===== config.mk =====
export PLATFORM = sky130hd
export DESIGN_NAME = prom_loader
export DESIGN_NICKNAME = d
export VERILOG_FILES = /design/src/rtl/prom_loader.sv
export SDC_FILE = /design/constraint.sdc
export NUM_CORES = 1
export LEC_CHECK = 0
export CAP_MARGIN = 20
export CELL_PAD_IN_SITES_DETAIL_PLACEMENT = 1
export CELL_PAD_IN_SITES_GLOBAL_PLACEMENT = 1
export CORE_MARGIN = 3
export CORE_UTILIZATION = 46
export DETAILED_ROUTE_END_ITERATION = 16
export GPL_TIMING_DRIVEN = 0
export PLACE_DENSITY = 0.83
export SLEW_MARGIN = 25
export SYNTH_ARGS = -nofsm -noshare
export SYNTH_HDL_FRONTEND = slang
export SYNTH_SLANG_ARGS = --single-unit

===== constraint.sdc =====
create_clock -name clk_ld -period 3.3 [get_ports clk_ld]
set_input_delay 0.66 -clock clk_ld [delete_from_list [all_inputs] [get_ports clk_ld]]
set_output_delay 0.66 -clock clk_ld [all_outputs]
set_load 0.01 [all_outputs]

===== src/rtl/prom_loader.sv =====
// Byte-stream program-memory loader: count byte, N hi/lo word pairs, optional checksum (LOADER_CSUM_EN).
// Latency: write strobe one cycle after the low byte is accepted; at least 3 cycles per word.
// Backpressure: din_ready is high only in byte-consuming states; the loader stalls indefinitely on din_valid=0.
module prom_loader (
    input  logic        clk_ld,
    input  logic        rst_n_ld,
    input  logic        start,
    input  logic [7:0]  din,
    input  logic        din_valid,
    output logic        din_ready,
    output logic        prom_we,
    output logic [7:0]  prom_addr,
    output logic [14:0] prom_din,
    output logic        busy,
    output logic        done,
    output logic        err
);

    typedef enum logic [2:0] {
        S_IDLE = 3'd0,
        S_CNT  = 3'd1,
        S_HI   = 3'd2,
        S_LO   = 3'd3,
        S_WR   = 3'd4,
`ifdef LOADER_CSUM_EN
        S_CHK  = 3'd5,
`endif
        S_FIN  = 3'd6,
        S_FAIL = 3'd7
    } state_t;

    state_t     state;
    logic [7:0] word_cnt;
    logic [7:0] word_num;
    logic [6:0] hi_byte;
    logic       take;
    logic       last_word;

`ifdef LOADER_CSUM_EN
    logic [7:0] csum;
`endif

    assign take      = din_valid & din_ready;
    // N=0 encodes 256 words, so the terminal index is N-1 taken modulo 256.
    assign last_word = (word_cnt == (word_num - 8'd1));

    always_ff @(posedge clk_ld or negedge rst_n_ld) begin
        if (!rst_n_ld) begin
            state     <= S_IDLE;
            word_cnt  <= 8'd0;
            word_num  <= 8'd0;
            hi_byte   <= 7'd0;
            din_ready <= 1'b0;
            prom_we   <= 1'b0;
            prom_addr <= 8'd0;
            prom_din  <= 15'd0;
            busy      <= 1'b0;
            done      <= 1'b0;
            err       <= 1'b0;
`ifdef LOADER_CSUM_EN
            csum      <= 8'd0;
`endif
        end else begin
            prom_we <= 1'b0;
            case (state)
                S_IDLE, S_FIN, S_FAIL: begin
                    if (start) begin
                        state     <= S_CNT;
                        busy      <= 1'b1;
                        done      <= 1'b0;
                        err       <= 1'b0;
                        din_ready <= 1'b1;
                    end
                end

                S_CNT: begin
                    if (take) begin
                        word_num <= din;
                        word_cnt <= 8'd0;
`ifdef LOADER_CSUM_EN
                        csum     <= 8'd0;
`endif
                        state    <= S_HI;
                    end
                end

                S_HI: begin
                    if (take) begin
                        if (din[7]) begin
                            state     <= S_FAIL;
                            busy      <= 1'b0;
                            err       <= 1'b1;
                            din_ready <= 1'b0;
                        end else begin
                            hi_byte <= din[6:0];
`ifdef LOADER_CSUM_EN
                            csum    <= csum ^ din;
`endif
                            state   <= S_LO;
                        end
                    end
                end

                S_LO: begin
                    if (take) begin
                        // The low byte lands straight in prom_din; it doubles as the low data latch.
                        prom_we   <= 1'b1;
                        prom_addr <= word_cnt;
                        prom_din  <= {hi_byte, din};
`ifdef LOADER_CSUM_EN
                        csum      <= csum ^ din;
`endif
                        din_ready <= 1'b0;
                        state     <= S_WR;
                    end
                end

                S_WR: begin
                    if (last_word) begin
`ifdef LOADER_CSUM_EN
                        state     <= S_CHK;
                        din_ready <= 1'b1;
`else
                        state     <= S_FIN;
                        busy      <= 1'b0;
                        done      <= 1'b1;
`endif
                    end else begin
                        word_cnt  <= word_cnt + 8'd1;
                        state     <= S_HI;
                        din_ready <= 1'b1;
                    end
                end

`ifdef LOADER_CSUM_EN
                S_CHK: begin
                    if (take) begin
                        din_ready <= 1'b0;
                        busy      <= 1'b0;
                        if (din == csum) begin
                            state <= S_FIN;
                            done  <= 1'b1;
                        end else begin
                            state <= S_FAIL;
                            err   <= 1'b1;
                        end
                    end
                end
`endif

                default: begin
                    state     <= S_IDLE;
                    busy      <= 1'b0;
                    din_ready <= 1'b0;
                end
            endcase
        end
    end

endmodule


* Yosys cells after proc, flatten, opt, wreduce, memory -nomap -nowiden *
Index checks and enable logic that the tools add are counted.

storage, ports and cells
  register bits after elaboration = 54
  output and inout port bits = 28

operators by class
  add/sub/neg operators = 2
  eq/ne operators = 14
  muxes and demuxes = 26
  bitwise operators = 4
  reduce and logical (&&, ||, !) cells = 15

operators by type and width
  cell                                                                count
  3-bit two-way mux                                                   6
  8-bit two-way mux                                                   2
  8-bit case mux with 2 select lines                                  1
  3-bit case mux with 5 select lines                                  1
  2-bit != test, second input constant                                7
  1-bit two-way mux                                                   12
  3-bit == test, second input constant                                3
  3-bit AND reduction                                                 3
  8-bit by 1-bit adder with 8-bit output, second input constant       1
  8-bit == test                                                       1
  4-bit AND reduction                                                 2
  8-bit by 1-bit subtractor with 8-bit output, second input constant  1
  3-bit by 2-bit == test with 1-bit output, second input constant     2
  6-bit AND reduction                                                 1
  2-bit nonzero test                                                  3
  1-bit case mux with 5 select lines                                  1
  5-bit AND reduction                                                 1
  1-bit case mux with 2 select lines                                  2
  1-bit case mux with 4 select lines                                  1
  2-bit AND reduction                                                 2
  3-bit by 1-bit == test with 1-bit output, second input constant     1
  3-bit zero test                                                     1
  1-bit NOT                                                           3
  3-bit OR reduction                                                  1
  2 further kinds                                                     2

* Logic depth before layout (Yosys ltp) *
  depth in word-level cells = 4
  depth in mapped cells = 10
  mapped depth without buffers = 8

* Least setup slack after synthesis *
Ideal clock, no wire load.

  kind = reg-to-reg
  from = reg word_num[0]
  to = reg din_ready
  library setup time = 0.140 ns
  data arrival time = 1.863 ns
  required time = 3.160 ns
  slack = 1.297 ns
  cell stages (with the launch flop) = 11
  path buffers = 2
  cell sequence = dfrtp_1 inv_1 ha_1 buf_4 o21bai_1 a211oi_1 o21bai_1 and2_4 buf_6 nor4b_1 a211oi_1

on the way
  cells in the longest elaborated chain, start to end = 4

RTL lines
  item                                         line  source
  start: declaration                           34    logic [7:0] word_num;
  start signal: assignment                     78    word_num <= din;
  8-bit by 1-bit subtractor with 8-bit output  45    assign last_word = (word_cnt == (word_num - 8'd1));
  8-bit == test                                45
  2-bit != test (no source line)               -
  6-bit AND reduction (no source line)         -
  end signal: assignment                       53    din_ready <= 1'b0;
  end signal: assignment                       72    din_ready <= 1'b1;
  end signal: assignment                       93    din_ready <= 1'b0;
  end: declaration                             10    output logic din_ready,

Every way passes these cells.
A chain may end at the register's enable or synchronous reset.

* Worst setup path after layout *
  from = in din_valid
  to = reg prom_addr[3]

on the way
  cells in the longest elaborated chain, start to end = 2

RTL lines
  item                                  line  source
  start: declaration                    9     input logic din_valid,
  1-bit AND                             43    assign take = din_valid & din_ready;
  2-bit AND reduction (no source line)  -
  end signal: assignment                108   prom_addr <= word_cnt;
  end: declaration                      12    output logic [7:0] prom_addr,

Every way passes these cells.

==> impl_metrics.env <==
export IMPL_die_x_um=83.04
export IMPL_antenna_found_initial=0
export IMPL_layout_commonest_cell="dfrtp_1"
export IMPL_cts_sinks=54
export IMPL_async_flop_share_pct=100.0
export IMPL_cts_tree="yes"
export IMPL_setup_tns_ns=0
export IMPL_vias_per_cell=5.644
export IMPL_critical_path_peak_fanout=10
export IMPL_worstSetupEndpointType="register"
export IMPL_cts_setup_buffers=0
export IMPL_powerDensity_nw_per_um2=915.3
export IMPL_ys_seq_area_share_pct=49.50
export IMPL_synth_edff_count=0
export IMPL_r2r_start="word_num[0]"
export IMPL_design_core_area_sq_um=5642
export IMPL_arrival_ns=2.67
export IMPL_max_slew_margin_rel_pct=53.05
export IMPL_finalHoldViolCount=0
export IMPL_gp_congestion=0.8162
export IMPL_crit_chain="clkdlybuf4s50_1 -> nand2_1 -> nor2_1 -> nand2_1 -> clkbuf_1 -> mux2_2"
export IMPL_die_area_sq_um=6896
export IMPL_cts_max_path_buffers=2
export IMPL_place_ws_ns=0.4873
export IMPL_areaGrowthSynthToFinish_pct=20.90
export IMPL_globalRouteOverflowTotal=0
export IMPL_ir_drop_v=0.0004284
export IMPL_crit_top_cell="nand2_1"
export IMPL_ios=40
export IMPL_synth_seq_cells=54
export IMPL_cp_slowest_stage_delay_ns=0.58
export IMPL_p_leak_nw=1.462
export IMPL_clkTransAtPathRegs_ns=0.11
export IMPL_vias=1998
export IMPL_r2r_cells=10
export IMPL_insertion_delay_ns=0.32
export IMPL_port_buffers=38
export IMPL_worst_pin_slew_ns=0.7043
export IMPL_initial_core_util_pct=48.39
export IMPL_drc_errors=0
export IMPL_synth_area_sq_um=2730
export IMPL_first_global_vias=2210
export IMPL_drv_cap=0
export IMPL_cp_start_kind="input port"
export IMPL_fmax_ghz=0.4050
export IMPL_setup_ws_ns=0.8311
export IMPL_drive_gt1_share_pct=23.40
export IMPL_rsz0062_at_grt="false"
export IMPL_finalSetupViolCount=0
export IMPL_htreeDepth=2
export IMPL_cts_inserted_buffers=5
export IMPL_ys_warn_count=0
export IMPL_postSynthCellCount=236
export IMPL_synth_main_ff_cell="dfrtp_1"
export IMPL_finalPower_mw=3.021
export IMPL_grt_pass1_wl_um=11350
export IMPL_grt_max_degree=55
export IMPL_synthDistinctLibCells=55
export IMPL_status="complete, no violations"
export IMPL_num_rows=27
export IMPL_holdCritPathClass="input port to asynchronous set/reset pin"
export IMPL_wire_per_inst_um=19.04
export IMPL_syn_avg_cell_area_sq_um=11.57
export IMPL_drt_iter0_drc=100
export IMPL_fin_crit_ns=2.469
export IMPL_utilization_pct=58.51
export IMPL_clockRootBuffer="clkbuf_8"
export IMPL_grtUsageTotal_pct=20.47
export IMPL_cts_resized=0
export IMPL_n_antenna_cell=0
export IMPL_slowest_stage="clkbuf_1"
export IMPL_hold_worst_slack_ns=0.3630
export IMPL_r2r_end="din_ready"
export IMPL_critPathBufInv=2
export IMPL_holdBufCountCts=0
export IMPL_finalNetCount=295
export IMPL_worst_ep_required_time_ns=3.50
export IMPL_routed_wl_um=6740
export IMPL_path_delay_family="buffers and inverters"
export IMPL_synthesis_nets=250
export IMPL_dp_final_hpwl_um=4812
export IMPL_critPathKind="input port to register"
export IMPL_drt_pass1_iterations=4
export IMPL_drv_slew=0
export IMPL_final_setup_skew_ns=0.01837
export IMPL_fin_crit_sh_pct=74.81
export IMPL_r2r_setup_slack_ns=1.01
export IMPL_dieHeight_um=83.04
export IMPL_final_cell_mix="dfrtp_1 (54), mux2_2 (37), clkdlybuf4s50_1 (37)"
export IMPL_ant_nets=0
## cells by family (layout without fill, tap and decap cells)
family                     Yosys count  count (layout)  synth area share (%)
and+or+nand+nor                     64              64                 12.56
DFF                                 54              54                 49.50
muxes                               44              44                 17.83
AOI/OAI and AO/OA                   41              41                 11.78
buffers and inverters               21              67                 3.941
xor gates and xnor gates            10              10                 3.483
adders and majority gates            2               2                0.9164
## synth_stat cells, types with 4 or more instances
cell type | n | share of area, %
dfrtp_1 | 54 | 49
nand2_1 | 22 | 3.0
a21oi_1 | 8 | 1.5
clkbuf_1 | 7 | 0.96
nand2b_1 | 4 | 0.92
xor2_1 | 4 | 1.3
o21ai_0 | 6 | 1.1
inv_1 | 7 | 0.96
xnor2_1 | 5 | 1.6
nor2b_1 | 4 | 0.92
mux2i_1 | 7 | 2.6
mux2_2 | 37 | 15
nor2_1 | 12 | 1.6
## layer usage
layer	wire length, um	vias up	GRT usage [%]
li1	-	929	-
met1	2882	1014	25.48
met2	3452	41	35.28
met3	218	14	3.671
met4	187	0	7.875
met5	0	-	0
## how the worst max path moves through the flow
stage                   endpoint  slack, ns  depth (start not counted)        start
global route           din_ready       0.72                         10  word_num[0]
detailed placement  prom_addr[7]       0.49                          6    din_valid
floorplan              din_ready       1.30                         10  word_num[0]
CTS                 prom_addr[7]       0.81                          6    din_valid
global placement        state[1]      -0.09                          1     rst_n_ld
finish              prom_addr[3]       0.83                          6    din_valid
## worst reg2reg max path: cells and delay by family (launching register included)
family	cells	cell delay, ns
buffers and inverters	3	0.40
DFF	1	0.51
AOI/OAI and AO/OA	4	0.61
adders and majority gates	1	0.21
and+or+nand+nor	2	0.44
## cell type report
class / count / area, sq um
clock inverter: 2 / 20.02
sequential: 54 / 1351
buffer: 14 / 81.33
clock buffer: 6 / 82.58
fill: 603 / 2341
tap: 72 / 90.09
timing repair buffer: 38 / 377.9
inverter: 7 / 26.28
multi-input combinational: 161 / 1271
## power breakdown
part           total [mW]  switching (mW)  internal [mW]  leakage [nW]
Sequential           1.15           0.228          0.923         0.694
Combinational        1.45           0.682          0.764         0.715
Clock               0.424           0.245          0.179        0.0537
Total                3.02            1.16           1.87          1.46
## state kept, by name, summed over array words and instances (netlist names)
register,cells
busy,1
din_ready,1
done,1
err,1
hi_byte,7
prom_addr,8
prom_din,15
prom_we,1
state,3
word_cnt,8
word_num,8
## per-stage QoR
stage | area [sq um] | instances
final | 3301 | 354
after global routing | 3301 | 354
after floorplan | 2730 | 236
after detailed placement | 3198 | 346
after global placement | 3201 | 346
after CTS | 3301 | 354
(Power assumes the default switching activity.)
==> patch (config.mk and constraints unchanged) <==
Re-encode `state_t` (7 states) as Gray code, 3 bits wide.
--- a/src/rtl/prom_loader.sv
+++ b/src/rtl/prom_loader.sv
@@ -17,16 +17,16 @@
 );
 
     typedef enum logic [2:0] {
-        S_IDLE = 3'd0,
-        S_CNT  = 3'd1,
-        S_HI   = 3'd2,
-        S_LO   = 3'd3,
-        S_WR   = 3'd4,
+        S_IDLE = 3'b000,
+        S_CNT  = 3'b001,
+        S_HI   = 3'b011,
+        S_LO   = 3'b010,
+        S_WR   = 3'b110,
 `ifdef LOADER_CSUM_EN
         S_CHK  = 3'd5,
 `endif
-        S_FIN  = 3'd6,
-        S_FAIL = 3'd7
+        S_FIN  = 3'b111,
+        S_FAIL = 3'b101
     } state_t;
 
     state_t     state;
Function: same outputs for any inputs over 10 cycles, from zero or initial values and one cycle with rst_n_ld low; not proved beyond that.
==> patch against the original RTL <==
Final area decreased by 2.4%; highest routed layer unchanged; routed wire length shrank 0.65%; area after synthesis down 3.4%; non-clock buffer count decreased by 3; sequential power hardly changed; register-to-register slack got worse by 0.33 ns; total power shrank 6.4%; setup slack worse by 0.15 ns; largest power group unchanged; count of clock-buffer cells in the layout did not move; sequential cell count is the same.
==> patch: results (changes against the original RTL) <==
Placed design:
- The worst setup timing slack at the placement stage is 0.4233 ns (-0.06396 ns).
- The sum of net half-perimeters after detailed placement was 4.881 mm (+1.4%).
- The count of buffers inserted at the top-level ports is 39 (+2.6%).
- The total cell area at the placement stage is 3112 um^2 (-2.7%).

Critical path:
- The family with the most delay on the worst path is compound AO/OA/AOI/OAI gates.
- The count of cells along the worst register-to-register path came to 6 (-4).
- The worst endpoint data arrival time is 2.85 ns (+0.18 ns).
- Among all stages on the critical path, the largest delay is contributed by sky130_fd_sc_hd__a2111oi_1.
- The reg-to-reg endpoint is word_cnt[5]$_DFFE_PN0P_.
- The biggest cell delay along the critical path is 0.69 ns (+0.11 ns).

Layout:
- The area growth from synthesis to layout is 22.21%.
- The non-clock buffer share of cell area is 13.32% (-0.59 points).
- The multi-input combinational area share is 37.67% (-0.84 points).
- The clock network area share was 3.417% (+0.31 points).
- The number of signal-net inverters in the final layout is 8 (+1).
- The ratio of cells with drive above 1 in the final layout is 19.50% (-3.9 points).
- The number of fill cells in the layout was 569 (-5.6%).
- The multi-input combinational gate total was 163 (+1.2%).

Power and ir drop:
- The fraction of power spent switching nets came to 36.72% (-1.5 points).
- The maximum VDD drop is 445.9 uV (+4.1%).
- The power consumed by combinational cells is 1.23 mW (-15%).
- The power per cell area is 877.6 nW/um^2 (-4.1%).

Logic synthesis:
- The synthesized area per cell was 11.22 um^2 (-3.0%).
- The synthesized-area fraction occupied by xor and xnor cells came to 2.658% (-0.83 points).
- The fraction of synthesized area in multiplexers was 18.94% (+1.1 points).
- The number of nets produced by synthesis came to 249 (-0.40%).
- The number of distinct library cells after synthesis came to 43 (-22%).
- The commonest cells after synthesis are sky130_fd_sc_hd__dfrtp_1 (54), sky130_fd_sc_hd__mux2_2 (39), sky130_fd_sc_hd__nand2_1 (19).
- The share of synthesized cell area in full adder, half adder and majority cells is 0.9492% (+0.033 points).
- The complex-gate fraction of the synthesized area is 10.82% (-0.96 points).

Routing:
- The post-detailed-routing wire length is 6.696 mm (-0.65%).
- The wire length on met3 is 248 um (+14%).
- The wire length on met2 came to 3.466 mm (+0.41%).
- The average vias per placed instance came to 5.744 (+1.8%).
- The number of DRC markers after the initial detailed-route iteration is 72 (-28%).

Floorplan:
- The number of rows created at floorplan came to 26 (-3.7%).

Global routing:
- The global-route met3 utilization is 4.276% (+0.61 points).
- The routing usage on met1 is 27.68% (+2.2 points).
- The met2 usage in global routing came to 38.68% (+3.4 points).

Timing:
- The ratio of final minimum period to clock period came to 79.43% (+4.6 points).
- The worst hold margin is 0.3724 ns (+0.009380 ns).
- The slew at the pin with the worst max-slew slack is 0.6874 ns (-0.01693 ns).

Outcome:
- The run finished with clean final reports.
-- patch: cell count changes after synthesis, sizes merged, moves of 3 or more --
cell / unedited run / this run
a21o: 0 / 3
a21oi: 8 / 5
a221oi: 0 / 3
buf: 6 / 3
nand2: 23 / 19
nand3: 4 / 8
o21ai: 8 / 14
o31ai: 3 / 0
or3: 0 / 3
-- patch: how the worst max path moves through the flow --
stage	startpoint	endpoint
2_1_floorplan	word_num[0]$_DFFE_PN0P_	word_cnt[6]$_DFFE_PN0P_
5_1_grt	word_num[0]$_DFFE_PN0P_	word_cnt[5]$_DFFE_PN0P_
4_1_cts	word_num[0]$_DFFE_PN0P_	word_cnt[5]$_DFFE_PN0P_
3_3_place_gp	rst_n_ld	hi_byte[3]$_DFFE_PN0P_
6_report	word_num[0]$_DFFE_PN0P_	word_cnt[5]$_DFFE_PN0P_
3_5_place_dp	din_valid	word_num[5]$_DFFE_PN0P_
